===== src/rtl/drc_frm_seq.sv =====
// DVP RX frame capture sequencer: arms on start, locks to vsync, forwards active bytes with a frame-last marker.
// Checks line/frame geometry against the latched width/height and reports sticky irq (complete) / trap (error).
module drc_frm_seq #(
   parameter int DVP_DATA_W  = 8,
   parameter int PXL_INFO_W  = DVP_DATA_W + 2,
   parameter int IMG_DIM_MAX = 640,
   parameter int IMG_DIM_W   = $clog2(IMG_DIM_MAX)
) (
   input  logic                   clk,
   input  logic                   rst,
   input  logic [PXL_INFO_W-1:0]  bwd_pxl_info_dat,
   input  logic                   bwd_pxl_info_vld,
   output logic                   bwd_pxl_info_rdy,
   output logic [DVP_DATA_W-1:0]  fwd_pxl_dat,
   output logic                   fwd_pxl_last,
   output logic                   fwd_pxl_vld,
   input  logic                   fwd_pxl_rdy,
   input  logic                   cfg_en,
   input  logic [1:0]             cfg_mode,
   input  logic                   cfg_start,
   output logic                   cfg_start_qed,
   input  logic [IMG_DIM_W-1:0]   img_width,
   input  logic [IMG_DIM_W-1:0]   img_height,
   input  logic                   irq_msk_comp,
   input  logic                   irq_msk_err,
   input  logic                   irq_clr,
   input  logic                   trap_clr,
   output logic [2:0]             rx_state,
   output logic [2*IMG_DIM_W-1:0] rx_len,
   output logic                   irq,
   output logic                   trap
);

   localparam logic [2:0] ST_IDLE   = 3'd0;
   localparam logic [2:0] ST_ARMED  = 3'd1;
   localparam logic [2:0] ST_SYNC   = 3'd2;
   localparam logic [2:0] ST_ACTIVE = 3'd3;
   localparam logic [2:0] ST_DONE   = 3'd4;
   localparam logic [2:0] ST_ERROR  = 3'd5;

   localparam int CNT_W = IMG_DIM_W + 1;
   localparam int LEN_W = 2 * IMG_DIM_W;

   logic [2:0]           state_q, state_d;
   logic [IMG_DIM_W-1:0] width_q, width_d;
   logic [IMG_DIM_W-1:0] height_q, height_d;
   logic [1:0]           mode_q, mode_d;
   logic [IMG_DIM_W-1:0] line_cnt_q, line_cnt_d;
   logic [CNT_W-1:0]     byte_cnt_q, byte_cnt_d;
   logic                 prev_hs_q, prev_hs_d;
   logic [LEN_W-1:0]     rx_len_q, rx_len_d;
   logic                 irq_q, irq_d;
   logic                 trap_q, trap_d;
   logic                 start_qed_q, start_qed_d;

   logic                 in_vs;
   logic                 in_hs;
   logic [CNT_W-1:0]     line_bytes;
   logic [CNT_W-1:0]     cur_byte;
   logic [IMG_DIM_W-1:0] cur_line;
   logic                 cur_prev_hs;
   logic [LEN_W-1:0]     cur_len;
   logic                 is_last;
   logic                 irq_set;
   logic                 trap_set;

   assign in_vs       = bwd_pxl_info_dat[PXL_INFO_W-1];
   assign in_hs       = bwd_pxl_info_dat[PXL_INFO_W-2];
   assign fwd_pxl_dat = bwd_pxl_info_dat[DVP_DATA_W-1:0];
   assign line_bytes  = {width_q, 1'b0};

   // SYNC handles its first non-vsync entry as ACTIVE with counters already cleared
   assign cur_byte    = (state_q == ST_SYNC) ? '0   : byte_cnt_q;
   assign cur_line    = (state_q == ST_SYNC) ? '0   : line_cnt_q;
   assign cur_prev_hs = (state_q == ST_SYNC) ? 1'b0 : prev_hs_q;
   assign cur_len     = (state_q == ST_SYNC) ? '0   : rx_len_q;
   assign is_last     = (cur_line == height_q - 1'b1) && (cur_byte == line_bytes - 1'b1);

   always_comb begin
      state_d          = state_q;
      width_d          = width_q;
      height_d         = height_q;
      mode_d           = mode_q;
      line_cnt_d       = line_cnt_q;
      byte_cnt_d       = byte_cnt_q;
      prev_hs_d        = prev_hs_q;
      rx_len_d         = rx_len_q;
      start_qed_d      = 1'b0;
      irq_set          = 1'b0;
      trap_set         = 1'b0;
      fwd_pxl_vld      = 1'b0;
      fwd_pxl_last     = 1'b0;
      bwd_pxl_info_rdy = 1'b1;

      case (state_q)
         ST_IDLE: begin
            if (cfg_en && cfg_start && (img_width != '0) && (img_height != '0)) begin
               width_d     = img_width;
               height_d    = img_height;
               mode_d      = cfg_mode;
               start_qed_d = 1'b1;
               state_d     = ST_ARMED;
            end
         end
         ST_ARMED: begin
            if (bwd_pxl_info_vld && in_vs)
               state_d = ST_SYNC;
         end
         ST_SYNC, ST_ACTIVE: begin
            if (bwd_pxl_info_vld && !(state_q == ST_SYNC && in_vs)) begin
               if (in_vs) begin
                  state_d = ST_ERROR;
               end else if (in_hs) begin
                  if (cur_byte == line_bytes) begin
                     // overrun byte is swallowed rather than forwarded
                     state_d = ST_ERROR;
                  end else begin
                     fwd_pxl_vld      = 1'b1;
                     fwd_pxl_last     = is_last;
                     bwd_pxl_info_rdy = fwd_pxl_rdy;
                     if (fwd_pxl_rdy) begin
                        byte_cnt_d = cur_byte + 1'b1;
                        line_cnt_d = cur_line;
                        prev_hs_d  = 1'b1;
                        rx_len_d   = cur_len + LEN_W'(cur_byte[0]);
                        state_d    = is_last ? ST_DONE : ST_ACTIVE;
                     end
                  end
               end else begin
                  byte_cnt_d = cur_byte;
                  line_cnt_d = cur_line;
                  rx_len_d   = cur_len;
                  prev_hs_d  = 1'b0;
                  state_d    = ST_ACTIVE;
                  if (cur_prev_hs) begin
                     if (cur_byte != line_bytes) begin
                        state_d = ST_ERROR;
                     end else begin
                        line_cnt_d = cur_line + 1'b1;
                        byte_cnt_d = '0;
                     end
                  end
               end
            end
         end
         ST_DONE: begin
            irq_set = !irq_msk_comp;
            state_d = (mode_q == 2'd1) ? ST_ARMED : ST_IDLE;
         end
         ST_ERROR: begin
            trap_set = !irq_msk_err;
            state_d  = (mode_q == 2'd1) ? ST_ARMED : ST_IDLE;
         end
         default: state_d = ST_IDLE;
      endcase

      if (!cfg_en) begin
         state_d  = ST_IDLE;
         irq_set  = 1'b0;
         trap_set = 1'b0;
      end

      irq_d  = irq_set  | (irq_q  & ~irq_clr);
      trap_d = trap_set | (trap_q & ~trap_clr);
   end

   always_ff @(posedge clk) begin
      if (rst) begin
         state_q     <= ST_IDLE;
         width_q     <= '0;
         height_q    <= '0;
         mode_q      <= '0;
         line_cnt_q  <= '0;
         byte_cnt_q  <= '0;
         prev_hs_q   <= 1'b0;
         rx_len_q    <= '0;
         irq_q       <= 1'b0;
         trap_q      <= 1'b0;
         start_qed_q <= 1'b0;
      end else begin
         state_q     <= state_d;
         width_q     <= width_d;
         height_q    <= height_d;
         mode_q      <= mode_d;
         line_cnt_q  <= line_cnt_d;
         byte_cnt_q  <= byte_cnt_d;
         prev_hs_q   <= prev_hs_d;
         rx_len_q    <= rx_len_d;
         irq_q       <= irq_d;
         trap_q      <= trap_d;
         start_qed_q <= start_qed_d;
      end
   end

   assign rx_state      = state_q;
   assign rx_len        = rx_len_q;
   assign irq           = irq_q;
   assign trap          = trap_q;
   assign cfg_start_qed = start_qed_q;

endmodule


===== config.mk =====
export PLATFORM = sky130hd
export DESIGN_NAME = drc_frm_seq
export DESIGN_NICKNAME = d
export VERILOG_FILES = /design/src/rtl/drc_frm_seq.sv
export SDC_FILE = /design/constraint.sdc
export NUM_CORES = 1
export LEC_CHECK = 0
export BUFFER_PORTS_ARGS = -buffer_cell sky130_fd_sc_hd__buf_4
export CORE_AREA = 2 2 100 102
export DETAILED_ROUTE_END_ITERATION = 12
export DIE_AREA = 0 0 102 104
export HOLD_SLACK_MARGIN = 0.06
export PLACE_DENSITY = 0.75
export SYNTH_ARGS = -nofsm -noshare
export SYNTH_HDL_FRONTEND = slang
export SYNTH_SLANG_ARGS = --single-unit

===== constraint.sdc =====
create_clock -name clk -period 4.6 [get_ports clk]
set_clock_uncertainty 0.15 [all_clocks]
set_input_delay 0.69 -clock clk [delete_from_list [all_inputs] [get_ports clk]]
set_output_delay 0.69 -clock clk [all_outputs]
set_load 0.02 [all_outputs]

# After elaboration in Yosys (flattened, before gate mapping)
# Cells that the tools add are included.
# word_totals
regBits	70
output_inout_bits	37
elab_cells	113
# classes
add_sub_neg	5
n_eq_ne	16
muxes	52
n_bitwise	9
n_reduce_logical	20
# ops
operator	count
$mux 20	4
$mux 11	6
$mux 10	6
$mux 3	10
$mux 1	25
$eq 11x11->1	2
$add 20x1->20	1
$reduce_bool 10->1	2
$pmux 3 s4	1
$add 11x1->11 const B	1
$ne 11x11->1	1
$sub 11x1->11 const B	1
$add 10x1->10 const B	1
$eq 10x10->1	1
$sub 10x1->10 const B	1
$ne 2x2->1 const B	4
$reduce_or 2->1	4
$logic_and 1x1->1	7
$eq 3x2->1 const B	2
$eq 3x3->1 const B	2
$ne 5x5->1 const B	1
$not 1->1	5
$reduce_and 5->1	1
$reduce_and 4->1	1
8 further kinds	12

# Longest topological paths before layout
# Gate-level depths: netlist of run 1.
# logic_depth
ltp_word	11
mapped_depth	16
mapped_depth_nobuf	12

# Worst setup path before layout of run 1
# No wires, ideal clock.
# synth_path
path_type	reg2reg
from	register state_q[0] (netlist: rx_state[0])
to	register rx_len_q[19] (netlist: rx_len[19])
setup_ps	70
arrival_time_ps	3462
path_slack_ps	918
stages_incl_launch_ff	16
n_path_buf	4
synth_period_minus_slack_ps	3682
path_cell_list	dfxtp_1 > buf_2 > or3b_1 > buf_2 > buf_1 > clkbuf_1 > and2_1 > ha_1 > nand4_1 > nor4_2 > and3_1 > nand4_1 > nor3_1 > nand3_1 > or3_1 > a21oi_1
# synth_between
elab_chain_cells	6
word_cells_on_any_way	15
classes_between	1 x add/sub; 4 x eq/ne; 5 x mux; 5 x reduce/logical
# synth_lines
element	line	text
start, declared	44	logic [2:0] state_q, state_d;
start signal, assigned	181	state_q <= state_d;
$eq 3x2->1	n/a	
$mux 20 / $mux 11 (equally long branches)	76, 73	
$add 20x1->20	125	rx_len_d = cur_len + LEN_W'(cur_byte[0]);
$mux 20	121	if (fwd_pxl_rdy) begin
$mux 20	114	if (cur_byte == line_bytes) begin
$mux 20	113	end else if (in_hs) begin
end signal, assigned	188	rx_len_q <= rx_len_d;
end, declared	51	logic [LEN_W-1:0] rx_len_q, rx_len_d;
# Parallel ways exist; a longest one is shown, timed or not. The select of a mux whose other input is x is not followed.
# A chain may end at the register's enable or synchronous reset.

# Final worst setup path of run 1
# layout_path
from	register state_q[2] (netlist: rx_state[2])
to	output fwd_pxl_last
# layout_between
elab_chain_cells	9
word_cells_on_any_way	17
classes_between	5 x eq/ne; 7 x mux; 5 x reduce/logical
# layout_lines
element	line	text
$eq 3x2->1	n/a	
$mux 11 / $mux 10 (equally long branches)	73, 74	
$eq 11x11->1 / $eq 10x10->1 (equally long branches)	77	assign is_last = (cur_line == height_q - 1'b1) && (cur_byte == line_bytes - 1'b1);
$logic_and 1x1->1	77	
$mux 1	114	
$mux 1	113	
$mux 1	111	if (in_vs) begin
$mux 1	110	if (bwd_pxl_info_vld && !(state_q == ST_SYNC && in_vs)) begin
$mux 1 (*)	95	case (state_q)
end, declared	15	output logic fwd_pxl_last,
# Every way passes the cells marked *; elsewhere a longest branch is shown, timed or not.

==> results of run 1 <==
## state kept, by name, indices dropped and copies added, names as in the netlist
| signal | cells |
|---|---|
| mode_q | 2 |
| trap | 1 |
| rx_state | 3 |
| prev_hs_q | 1 |
| line_cnt_q | 10 |
| height_q | 10 |
| cfg_start_qed | 1 |
| width_q | 10 |
| irq | 1 |
| rx_len | 20 |
| byte_cnt_q | 11 |
## worst register-to-register path, stage by stage, from the launching register on
cell and delay [ns]:
dfxtp_1 0.61, or3b_1 0.70, and2_1 0.23, ha_1 0.17, nand4_1 0.20, nor4_2 0.33, and3_1 0.27, nand4_1 0.18
nor3_1 0.37, nand3_1 0.12, or3_1 0.31, a21oi_1 0.14
## layer usage
metal	share of wire (%)	vias to the layer above
met5	0	-
met4	2.5	0
met3	5.8	28
met2	48	180
met1	44	2151
li1	-	2245
## final cells by class
cell class	count	area share (%)
Clock buffer	10	2.579
Clock inverter	6	1.758
Inverter	12	0.8441
Multi-Input combinational cell	472	56.15
Sequential cell	70	26.26
Tap cell	133	3.118
Timing Repair Buffer	66	9.285
## per-stage QoR
step / utilization (%) / instance area (sq um) / instances
6_report: 55.88 / 5336 / 769
3_5_place_dp: 53.46 / 5105 / 753
2_1_floorplan: - / 4691 / 602
3_3_place_gp: 53.46 / 5105 / 753
4_1_cts: 55.88 / 5336 / 769
5_1_grt: 55.88 / 5336 / 769
## cell usage in the layout (no fill, tap or decap), types with 5 or more instances in the layout
| master | synthesis | final |
|---|---|---|
| inv_1 | 12 | 12 |
| dfxtp_1 | 70 | 70 |
| clkbuf_8 | 0 | 10 |
| xnor2_1 | 20 | 20 |
| nand4b_1 | 5 | 5 |
| nor2b_1 | 7 | 7 |
| a211oi_1 | 6 | 6 |
| ha_1 | 6 | 6 |
| nor4_1 | 9 | 9 |
| nand3b_1 | 10 | 10 |
| buf_4 | 11 | 66 |
| a21oi_1 | 41 | 41 |
| nor3_1 | 12 | 12 |
| or3_1 | 12 | 12 |
| a31oi_1 | 15 | 15 |
| nand2b_1 | 8 | 8 |
| mux2i_1 | 22 | 22 |
| nand3_1 | 17 | 17 |
| o21ai_0 | 40 | 40 |
| and3_1 | 7 | 7 |
| nand4_1 | 17 | 17 |
| nand2_1 | 43 | 43 |
| nor2_1 | 79 | 79 |
| and2_1 | 13 | 13 |
## worst max-delay path by stage
stage | start | end | slack, ns | cells after the start
finish | rx_state[2] | fwd_pxl_last | 0.35 | 9
global route | rx_state[2] | fwd_pxl_last | 0.12 | 9
CTS | rx_state[2] | fwd_pxl_last | 0.40 | 9
detailed placement | rx_state[2] | rx_len[19] | 0.83 | 11
global placement | rx_state[2] | fwd_pxl_last | 0.94 | 9
floorplan | rx_state[0] | rx_len[19] | 0.92 | 15
## cells by family after synthesis
| group | Yosys count | synth area share (%) |
|---|---|---|
| flops | 70 | 29.87 |
| fa+ha+maj | 6 | 1.600 |
| simple gates | 278 | 33.10 |
| mux | 23 | 4.935 |
| xor+xnor | 24 | 4.481 |
| buf+inv | 60 | 6.455 |
| compound gates | 141 | 19.55 |
## power groups by stage
stage          Combinational [W]  Clock, W  Sequential (W)
2_1_floorplan           0.000164         0        0.000641
6_report                0.000200  0.000582        0.000641
3_3_place_gp            0.000191         0        0.000653
5_1_grt                 0.000219  0.000611        0.000643
4_1_cts                 0.000199  0.000591        0.000640
3_5_place_dp            0.000197         0        0.000654
==> summary.md, run 1 <==
| Metric | Value |
|---|---|
| Cts hold-fix bufs | 0 |
| Final setup fails | 0 |
| Number of H-tree levels | 3 |
| RR Startpoint | rx_state[2] |
| Clock power frac | 40.9% |
| Initial core utilization | 49.12% |
| Seq cells post-synth | 70 |
| Worst min-delay path endpoint | trap |
| Core Footprint | 9549 sq um |
| Clock latency on the worst-skew pair | 0.37 ns |
| # diodes | 0 |
| Placement Setup Slack | between 0.8 and 0.9 ns |
| Area grow syn2layout | 13.76% |
| Required time of the critical path | approximately 3.8 ns |
| Final Hold Vio Count | 0 |
| Worst-margin pin slew | 0.9478 ns |
| DRT antenna net count | 0 |
| Pwr/cell area | between 200 and 300 nW/um^2 |
| RSZ-0062 raised after global routing | false |
| Sw frac | 27.51% |
| Most frequent cell after synthesis | nor2_1 |
| Fin Setup TNS | 0 ns |
| Hold Startpoint | trap |
| Mapped Cells | roughly 600 |
| Postcts setup bufs | 0 |
| # fillers | 918 |
| CP endpoint kind | primary output |
| Post-DR vias/cell | 5.987 |
| CTS Buf Count | 9 |
| Min Hold Slack | roughly 0.34 ns |
| Max-cap violations | 0 |
| Arr. time, crit path | around 3.4 ns |
| Vias in the first global route | 4386 |
| Die Y | 104 um |
| Cell Rows | 36 |
| Dominant cell type by area after synthesis | dfxtp_1 |
| Clock sink total | 70 |
| CP max stage delay | roughly 0.69 ns |
| Syn Std Cell Area | 4691 sq um |
| Worst vdd ir | 0.0001700 V |
| FF-to-FF path depth | 11 |
| Min Tclk post-route | around 4.3 ns |
| Hold Path Depth | 2 |
| RR Endpoint | rx_len[19] |
| Nets | about 680 |
| RePlAce Congestion | approximately 0.96 |
| GR Util met3 | 3.629% |
| FF/Latch Area | roughly 1400 sq um |
| CP delay by family, top | simple AND/OR/NAND/NOR gates |
| Die Area | 10610 sq um |
| Ys flop type | dfxtp_1 |
| Busiest grt layer | met2 |
| Achievable Freq | 235.1 MHz |
| Drt pass-1 iters | 5 |
| Wire per inst | 15.79 um |
| Hold Crit Class | reg -> reg |
| Synthesized net count | 650 |
| Tot GR Track Use | 23.39% |
| Slew HR | 36.33% |
| First-pass GRT wire length | between 20000 and 25000 um |
| Total vias in the final route | roughly 4600 |
| Grt total ovfl | 0 |
| Leakage | 1.934 nW |
| Total Wirelength | 12140 um |
| Die width | 102 um |
| Most used cell, CP | nand2_1 |
| Root Buffer | clkbuf_8 |
| Synth cell types | 72 |
| Yosys Warn Count | 0 |
| Sequential area share after synthesis | 29.87% |
| Max clock buf depth | 2 |
| Area of the multi-input gates | ~3000 sq um |
| CP Class | reg -> out |
| PortBufs | 62 |
| HPWL Detailed | 8721 um |
| Critical path, cell by cell | or3b_1 > nand2_1 > o31ai_1 > nand4_4 > or2_1 > nand2_1 > nor2_1 > and2_1 > buf_4 |
| CTS clk-pin slew, worst paths | 0.07 ns |
| Grt met2 use | 38.06% |
| Drt drc | 0 |
| Total chip power | between 0.001 and 0.0015 W |
| Share of power burned in registers | 45.0% |
| P_int | 0.001032 W |
| Post-synth EDFFs | 0 |
| Asr flop ratio synth | 0% |
| Reg-to-reg slack, setup | between 0.7 and 0.8 ns |
| CTS tree | yes |
| Crit path max-delay cell type | or3b_1 |
| Fin crit share | 92.46% |
| Top post-synthesis cells by area | dfxtp_1 (30%), nor2_1 (6.3%), mux2i_1 (4.7%) |
| Initial antenna violation count | 0 |
| Post-CTS Resized | 0 |
| Synth top area share | about 30% |
| Final worst setup slack | 0.3469 ns |
| Slew Viols, Final | 0 |
| Net switching power | a little under 0.0004 W |
| DRT iter0 DRCs | 284 |
| Met1 Track Usage GR | 30.19% |
| Crit-path max FO | 20 |
| WP buf/inv | 1 |
| Status | finished clean |
| I/O pin cnt | 79 |
| Layout cells sized above 1 | between 10% and 20% |
| Largest net degree at the start of global routing | just over 70 |
| Startpoint types | flop |
| Mean Syn Cell Area | 7.792 sq um |
| Combinational power share | between 10 and 15% |
| Top post-synthesis cells by count | nor2_1 (79), dfxtp_1 (70), nand2_1 (43), a21oi_1 (41), o21ai_0 (40) |
Power figures use the tool's default switching activity.
==> run 2: changes to the inputs <==
==> constraint.sdc (replaced) <==
create_clock -name clk -period 4.6 [get_ports clk]
set_clock_uncertainty 0.15 [all_clocks]
set_input_delay 0 -clock clk [delete_from_list [all_inputs] [get_ports clk]]
set_output_delay 0 -clock clk [all_outputs]
set_load 0.02 [all_outputs]
==> run 2 against run 1 <==
Net effect:
- final cell count is 8.6% higher
- final area grew 12%
- routed wire length up 8.4%
- via count is 8.0% higher
==> summary.md, run 2 (synthesis results as in run 1) <==
| Metric | Value |
|---|---|
| Wire per inst | 15.77 um (-0.14%) |
| PortBufs | 62 (unchanged) |
| Die Y | 104 um (unchanged) |
| Achievable Freq | 249.7 MHz (+6.2%) |
| HPWL Detailed | 8644 um (-0.88%) |
| Final Cell Area | 5988 sq um (+12%) |
| Largest net degree at the start of global routing | 71 (unchanged) |
| Clock latency on the worst-skew pair | 0.36 ns (about the same) |
| # diodes | 0 (unchanged) |
| Slew Viols, Final | 0 (unchanged) |
| Hold Crit Class | in -> reg |
| Sw frac | 28.09% (+0.58 points) |
| Share of power burned in registers | 44.0% (-1.0 points) |
| Vias in the first global route | 4560 (+4.0%) |
| Clock sink total | 70 (unchanged) |
| Die Area | 10610 sq um (unchanged) |
| Leakage | 2.266 nW (+17%) |
| Post-DR vias/cell | 5.953 (-0.56%) |
| Postcts setup bufs | 0 (unchanged) |
| Pwr/cell area | 243.4 nW/um^2 (-8.7%) |
| Largest register FFs | 20 (unchanged) |
| # fillers | 842 (-8.3%) |
| Min Hold Slack | 0.3363 ns (-0.002004 ns) |
| Drt drc | 0 (unchanged) |
| Cts hold-fix bufs | 66 (+66) |
| Combinational power share | 17.2% (+3.1 points) |
| Layout cells sized above 1 | 15.67% (-1.6 points) |
| Net switching power | 0.0004094 W (+4.5%) |
| Final Instance Count excl. Fillers | 835 (+8.6%) |
| Worst vdd ir | 0.0001438 V (-15%) |
| Placed inst area | 5105 sq um (unchanged) |
| First-pass GRT wire length | 21490 um (+5.7%) |
| Core Footprint | 9549 sq um (unchanged) |
| Drt pass-1 iters | 5 (unchanged) |
| CP endpoint kind | flop |
| CTS clk-pin slew, worst paths | 0.08 ns (about the same) |
| CP max stage delay | 0.93 ns (+0.24 ns) |
| Tot GR Track Use | 24.78% (+1.4 points) |
| Root Buffer | clkbuf_8 |
| I/O pin cnt | 79 (unchanged) |
| Slew HR | 29.39% (-6.9 points) |
| Required time of the critical path | 4.69 ns (+0.93 ns) |
| Status | finished clean |
| DRT iter0 DRCs | 444 (+56%) |
| Fin Setup TNS | 0 ns (unchanged) |
| Grt total ovfl | 0 (unchanged) |
| Min Tclk post-route | 4.005 ns (-0.2483 ns) |
| Max-cap violations | 0 (unchanged) |
| Total vias in the final route | 4971 (+8.0%) |
| CTS Buf Count | 9 (unchanged) |
| Post-CTS Resized | 0 (unchanged) |
| RSZ-0062 raised after global routing | false |
| P_int | 0.001048 W (+1.6%) |
| Number of H-tree levels | 3 (unchanged) |
| RePlAce Congestion | 0.9713 (+1.1%) |
| CP Class | reg -> reg |
| Max clock buf depth | 2 (unchanged) |
| Startpoint types | flop |
| CTS tree | yes |
| Critical path, cell by cell | nor3b_4 > buf_4 > a21oi_1 > o31ai_1 > nand4_4 > nor2_1 > nor2_1 > o21ai_0 > a41oi_1 > dlygate4sd3_1 |
| Most frequent cells in the layout | nor2_1 (79), dfxtp_1 (70), dlygate4sd3_1 (66), buf_4 (66), nand2_1 (43) |
| Crit path max-delay cell type | nor3b_4 |
| Most used cell, CP | nor2_1 |
| Final setup fails | 0 (unchanged) |
| Area grow syn2layout | 27.66% |
| Worst-margin pin slew | 1.058 ns (+0.1102 ns) |
| Die width | 102 um (unchanged) |
| DP Cell Count | 753 (unchanged) |
| Cell Rows | 36 (unchanged) |
| Most common cell after layout, fill and taps aside | nor2_1 |
| Crit-path max FO | 24 (+20%) |
| DRT antenna net count | 0 (unchanged) |
| Arr. time, crit path | 4.10 ns (+0.69 ns) |
| Fin crit share | 87.06% (-5.4 points) |
| Initial antenna violation count | 0 (unchanged) |
| Initial core utilization | 49.12% (unchanged) |
| Total Wirelength | 13170 um (+8.4%) |
| Nets | 745 (+9.7%) |
| Final Hold Vio Count | 0 (unchanged) |
| Clock power frac | 38.8% (-2.1 points) |
==> run 2: layout make-up <==
cell class | count | area, sq um | area share, %
Clock buffer | 9 | 123.9 | 2.069
Clock inverter | 7 | 98.84 | 1.651
Inverter | 12 | 45.04 | 0.7522
Multi-Input combinational cell | 472 | 2997 | 50.04
Sequential cell | 70 | 1401 | 23.40
Tap cell | 133 | 166.4 | 2.779
Timing Repair Buffer | 132 | 1156 | 19.31
==> run 2: metal layers <==
| metal | GRT usage, % | routed length, um | vias up |
|---|---|---|---|
| li1 | - | - | 2372 |
| met5 | 0 | 0 | - |
| met2 | 41.40 | 6369 | 227 |
| met1 | 31.20 | 5520 | 2334 |
| met3 | 5.511 | 920 | 38 |
| met4 | 8.381 | 356 | 0 |
==> run 2: worst max-delay path, delay by kind of cell, from the launching register on <==
kind	cells	cell delay, ns
AND/OR/NAND/NOR	4	1.68
buffers and inverters	2	1.02
AO/OA/AOI/OAI	4	0.54
flip-flops	1	0.49
==> run 2: power groups by stage <==
stage	Sequential [W]	Combinational, W	Clock (W)
after floorplan	0.000641	0.000164	0
after global placement	0.000654	0.000191	0
after detailed placement	0.000654	0.000197	0
after CTS	0.000640	0.000243	0.000571
after global routing	0.000643	0.000270	0.000598
final	0.000642	0.000250	0.000566
==> run 2: worst paths after layout <==
| kind | start | cells past startpoint | slack (ns) | to |
|---|---|---|---|---|
| setup / recovery | rx_state[1] | 10 | 0.60 | byte_cnt_q[0] |
| hold / removal | irq_msk_err | 4 | 0.34 | trap |
| setup reg to reg | rx_state[1] | 10 | 0.60 | byte_cnt_q[0] |
| hold reg to reg | rx_len[19] | 2 | 0.35 | rx_len[19] |
==> run 2: metrics by stage <==
stage / setup slack [ns] / utilization, % / total power, W
6_report: 0.5952 / 62.71 / 0.001458
5_1_grt: 0.3201 / 62.71 / 0.001511
4_1_cts: 0.7254 / 62.71 / 0.001454
3_5_place_dp: 0.8880 / 53.46 / 0.0008512
3_3_place_gp: 1.076 / 53.46 / 0.0008447
2_1_floorplan: 0.9181 / - / 0.0008045
